===== config.mk =====
export PLATFORM = sky130hd
export DESIGN_NAME = chunked_adder
export DESIGN_NICKNAME = d
export VERILOG_FILES = /design/src/rtl/chunked_adder.sv
export SDC_FILE = /design/constraint.sdc
export NUM_CORES = 1
export LEC_CHECK = 0
export ABC_AREA = 1
export CAP_MARGIN = 25
export CORE_AREA = 2 2 96 98
export CTS_BUF_LIST = sky130_fd_sc_hd__clkbuf_16
export DETAILED_ROUTE_END_ITERATION = 16
export DIE_AREA = 0 0 98 100
export SYNTH_ARGS = -nofsm -noshare
export SYNTH_HDL_FRONTEND = slang
export SYNTH_SLANG_ARGS = --single-unit

===== constraint.sdc =====
create_clock -name clk -period 2.86 [get_ports clk]
set_input_delay 0.572 -clock clk [delete_from_list [all_inputs] [get_ports clk]]
set_output_delay 0.572 -clock clk [all_outputs]
set_load 0.1 [all_outputs]

===== src/rtl/chunked_adder.sv =====
// chunked_adder: multi-cycle CHUNK-bit-per-clock ripple add/sub (a,b,ci,sub in via in_valid/in_ready; sum,co,ovf out via out_valid/out_ready)
module chunked_adder #(
  parameter int WIDTH = 16,
  parameter int CHUNK = 4
) (
  input  logic             clk,
  input  logic             reset,
  input  logic             in_valid,
  output logic             in_ready,
  input  logic [WIDTH-1:0] a,
  input  logic [WIDTH-1:0] b,
  input  logic             ci,
  input  logic             sub,
  output logic             out_valid,
  input  logic             out_ready,
  output logic [WIDTH-1:0] sum,
  output logic             co,
  output logic             ovf
);
  localparam int NCHUNK = WIDTH / CHUNK;
  localparam int IW = NCHUNK > 1 ? $clog2(NCHUNK) : 1;
  typedef enum logic [1:0] {IDLE, RUN, DONE} state_t;
  state_t state, state_nxt;
  logic [WIDTH-1:0] a_r, b_r, w, w_nxt;
  logic [CHUNK-1:0] s_chunk;
  logic [IW-1:0] idx;
  logic carry, carry_nxt, last, ovf_nxt;
  assign in_ready = state == IDLE;
  assign out_valid = state == DONE;
  always_comb begin
    {carry_nxt, s_chunk} = {1'b0, a_r[int'(idx)*CHUNK +: CHUNK]} + {1'b0, b_r[int'(idx)*CHUNK +: CHUNK]} + (CHUNK+1)'(carry);
    w_nxt = w;
    w_nxt[int'(idx)*CHUNK +: CHUNK] = s_chunk;
    last = idx == IW'(NCHUNK - 1);
    ovf_nxt = (a_r[WIDTH-1] == b_r[WIDTH-1]) && (w_nxt[WIDTH-1] != a_r[WIDTH-1]);
    state_nxt = state == IDLE ? (in_valid ? RUN : IDLE) :
                state == RUN  ? (last ? DONE : RUN) :
                                (out_ready ? IDLE : DONE);
  end
  always_ff @(posedge clk) begin
    if (reset) begin
      state <= IDLE;
      a_r <= '0;
      b_r <= '0;
      w <= '0;
      carry <= 1'b0;
      idx <= '0;
      sum <= '0;
      co <= 1'b0;
      ovf <= 1'b0;
    end else begin
      state <= state_nxt;
      if (state == IDLE && in_valid) begin
        a_r <= a;
        b_r <= b ^ {WIDTH{sub}};
        carry <= ci ^ sub;
        idx <= '0;
      end else if (state == RUN) begin
        w <= w_nxt;
        carry <= carry_nxt;
        idx <= idx + 1'b1;
        if (last) begin
          sum <= w_nxt;
          co <= carry_nxt;
          ovf <= ovf_nxt;
        end
      end
    end
  end
endmodule


==> implementation parameters <==
Parameter                              Value

Place
  Weighted congestion reported at the end of routability-driven placement    0.816
  Final HPWL from detailed placement    5510 um
  Count of buffers from port buffering    57

STA
  Fmax    0.396 GHz
  Final Critical Period    2.52 ns
  Period utilization    88.2%
  Final hold vios    0
  Worst-Margin Slew    0.485 ns
  Slew margin rel.    67.5%
  Final sum of negative setup slack    0 ns
  Final slew viol count    0
  Unrepaired setup endpoints after global routing    no
  Clock skew    0.00764 ns
  Final setup viols    0

CTS
  Number of clock sinks    71
  Number of post-CTS setup repair buffers    0
  Clock Root Buffer    sky130_fd_sc_hd__clkbuf_16
  Latest clock arrival within the worst-skew pair    0.33 ns
  Number of hold buffers added after CTS    0
  Max Buffers Root-to-Sink    2
  Clock tree from TritonCTS    built
  H-tree depth    3
  Number of buffers inserted during clock tree synthesis    9
  Reg clk slew, reported paths    0.06 ns

Logic synthesis
  Net count after synthesis    499
  Yosys cell types    34
  Syn Std Cell Area    3450 sq um
  Top_reg_cell synth    sky130_fd_sc_hd__dfxtp_1
  Portion of the post-synthesis area used by sequential elements    41.2%
  Register bit count reported by yosys    71
  Synthesis warning total    0
  Mean area per synthesized cell    7.66 sq um
  Number of synthesized flops with an enable pin    0
  Fraction of registers with async set or reset after synthesis    0%
  Gate Count Post-Synth    450

Worst setup path
  Worst-path cell with the longest stage delay    sky130_fd_sc_hd__fa_1
  Critical Path Max Stage Delay    0.44 ns
  Peak fanout along the critical path    15
  Category of the most critical setup path    reg -> reg
  Buffers & Inverters on Critical Path    3
  Cell-by-cell listing of the critical path    clkinvlp_4 > o21ai_0 > o22ai_1 > fa_1 > inv_1 > fa_1 > nor2_1 > nand2_1 > o22ai_1 > o21ai_0 > inv_1
  Nature of the critical path startpoint    register
  Required time at the worst-slack endpoint    3.14 ns
  Endpoint kind of the worst setup timing path    register
  Cell class contributing the biggest share of worst-path delay    adder cells
  Arrival time reported for the critical path endpoint    2.81 ns

Drt
  Via density    4.88
  First-pass iteration count of the detailed router    4
  Post-DR wirelength/cell    12.5 um
  DRC violation count after routing    0
  Vias    3008
  Detail Route Antenna Nets    0
  Detailed router's first-iteration violation count    95
  Post-detailed-routing wire length    7710 um

GRT
  Largest net degree at the start of global routing    34
  Vias in the first global route    2897
  Antenna violations before repair    0
  Total grt overflow    0
  Wire length of the first global-routing pass    13100 um
  Global-route total usage across every layer    16.6%

Power
  Sequential Power Share    40.6%
  Pint    1.98 mW
  Switching fraction of total power    25.8%
  Clock group share of total power    44.0%
  Peak supply drop    301 uV
  Power density over the cells    615 nW/um^2
  Post-route total power    2.67 mW
  Proportion of power drawn by combinational gates    15.4%
  Net Sw Power    0.690 mW
  Leakage power of the design    1.95 nW

Final layout
  P&R area growth vs syn    26.2%
  Antenna fix cells    0
  Multi-input logic area    1620 sq um
  Layout cell share with drive strength beyond 1    10.5%
  Number of nets in the layout    550
  Filler instances    873
  Register area    1420 sq um

Floorplanning
  Area of the core region    8890 sq um
  Floorplan die height    100 um
  Die span in x    98 um
  Top-level I/O count    58
  Area of the die    9800 sq um
  Starting Density    38.8%
  Number of cell rows    35

Flow run
  Number of violations of the max-capacitance limit    0

Status
  Run status    completed

Min path
  HP Class    reg -> reg
## cell families (layout without fill, tap and decap cells)
kind of cell,Yosys count,in the layout,synth area share (%)
compound gates,140,140,23.5
xor+xnor,18,18,4.58
fa+ha+maj,11,11,4.43
buf+inv,94,150,11.8
flops,71,71,41.2
simple gates,116,116,14.4
## stage by stage
| stage | hold slack [ns] | cells | util, % | setup slack, ns | area (sq um) |
|---|---|---|---|---|---|
| floorplan | 0.448 | 450 | - | 0.359 | 3450 |
| global placement | 0.469 | 601 | 45.4 | 0.338 | 4030 |
| detailed placement | 0.477 | 601 | 45.4 | 0.258 | 4030 |
| CTS | 0.491 | 617 | 48.9 | 0.253 | 4350 |
| global route | 0.503 | 617 | 48.9 | 0.0740 | 4350 |
| finish | 0.483 | 617 | 48.9 | 0.336 | 4350 |
## Yosys cell counts (4+ instances only)
library cell               number  area share [%]
sky130_fd_sc_hd__ha_1           9             3.3
sky130_fd_sc_hd__o21ai_1        7             1.0
sky130_fd_sc_hd__o21ai_0       63             9.2
sky130_fd_sc_hd__inv_1         63             6.9
sky130_fd_sc_hd__buf_2          8             1.2
sky130_fd_sc_hd__o22ai_1       17             3.1
sky130_fd_sc_hd__nor2_1        63             6.9
sky130_fd_sc_hd__clkbuf_1       9            0.98
sky130_fd_sc_hd__o21bai_1       7             1.5
sky130_fd_sc_hd__nand3_1       16             2.3
sky130_fd_sc_hd__a21oi_1       23             3.3
sky130_fd_sc_hd__buf_6          4             1.3
sky130_fd_sc_hd__a211oi_1       7             1.5
sky130_fd_sc_hd__nand2_1       29             3.2
sky130_fd_sc_hd__o21a_1         9             2.0
sky130_fd_sc_hd__xnor2_1       17             4.3
sky130_fd_sc_hd__dfxtp_1       71              41
## registers in the layout (all words and copies together) (netlist names)
register / count
a_r: 16
sum: 16
idx: 2
ovf: 1
b_r: 16
w: 16
co: 1
state: 2
carry: 1
## final timing paths
kind / from / to / slack [ns] / depth (start not counted)
worst max register to register: idx[0] / w[13] / 0.34 / 11
worst max-delay path: idx[0] / w[13] / 0.34 / 11
worst min-delay path: b_r[3] / b_r[3] / 0.48 / 2
worst min register to register: b_r[3] / b_r[3] / 0.48 / 2
## power groups by stage
stage | Sequential [mW] | Clock (mW) | Combinational, mW
2_1_floorplan | 1.10 | 0 | 0.288
3_3_place_gp | 1.11 | 0 | 0.406
3_5_place_dp | 1.11 | 0 | 0.414
4_1_cts | 1.09 | 1.20 | 0.415
5_1_grt | 1.09 | 1.24 | 0.468
6_report | 1.09 | 1.18 | 0.412
## cell usage in the layout, fill, tap and decap left out, drive strengths merged, types with 2 or more instances in the layout
cell	n
dfxtp	71
o21ai	70
inv	67
nor2	65
clkdlybuf4s50	37
nand2	30
buf	28
a21oi	23
o22ai	17
xnor2	17
nand3	16
o21a	9
ha	9
clkbuf	9
a211oi	9
o21bai	7
clkinv	4
clkinvlp	3
a32oi	2
nand4	2
nand3b	2
o211ai	2
fa	2
bufinv	2
## per-layer routing
metal | up-vias | track usage [%] | share of wire [%]
li1 | 1579 | - | -
met1 | 1339 | 20.6 | 46
met2 | 76 | 27.6 | 47
met3 | 14 | 2.99 | 5.0
met4 | 0 | 8.76 | 1.9
met5 | - | 0 | 0
## worst reg2reg max path, stage by stage (launching register included)
cell and delay, ns:
sky130_fd_sc_hd__dfxtp_1 0.37, sky130_fd_sc_hd__clkinvlp_4 0.24, sky130_fd_sc_hd__o21ai_0 0.22, sky130_fd_sc_hd__o22ai_1 0.11
sky130_fd_sc_hd__fa_1 0.41, sky130_fd_sc_hd__inv_1 0.09, sky130_fd_sc_hd__fa_1 0.44, sky130_fd_sc_hd__nor2_1 0.15
sky130_fd_sc_hd__nand2_1 0.10, sky130_fd_sc_hd__o22ai_1 0.18, sky130_fd_sc_hd__o21ai_0 0.10, sky130_fd_sc_hd__inv_1 0.07
## cell type report
class	instances	share of cell area, %
Clock inverter	7	2.01
Tap cell	111	3.19
Timing Repair Buffer	65	13.6
Multi-Input combinational cell	285	37.2
Sequential cell	71	32.7
Clock buffer	9	5.18
Inverter	69	6.10
## repair_timing
item                       4_1_cts  5_1_grt
hold endpoints to repair         0        0
resized for setup                0        1
setup endpoints to repair        0        1
Note: power is estimated with default switching activity, not from simulation.
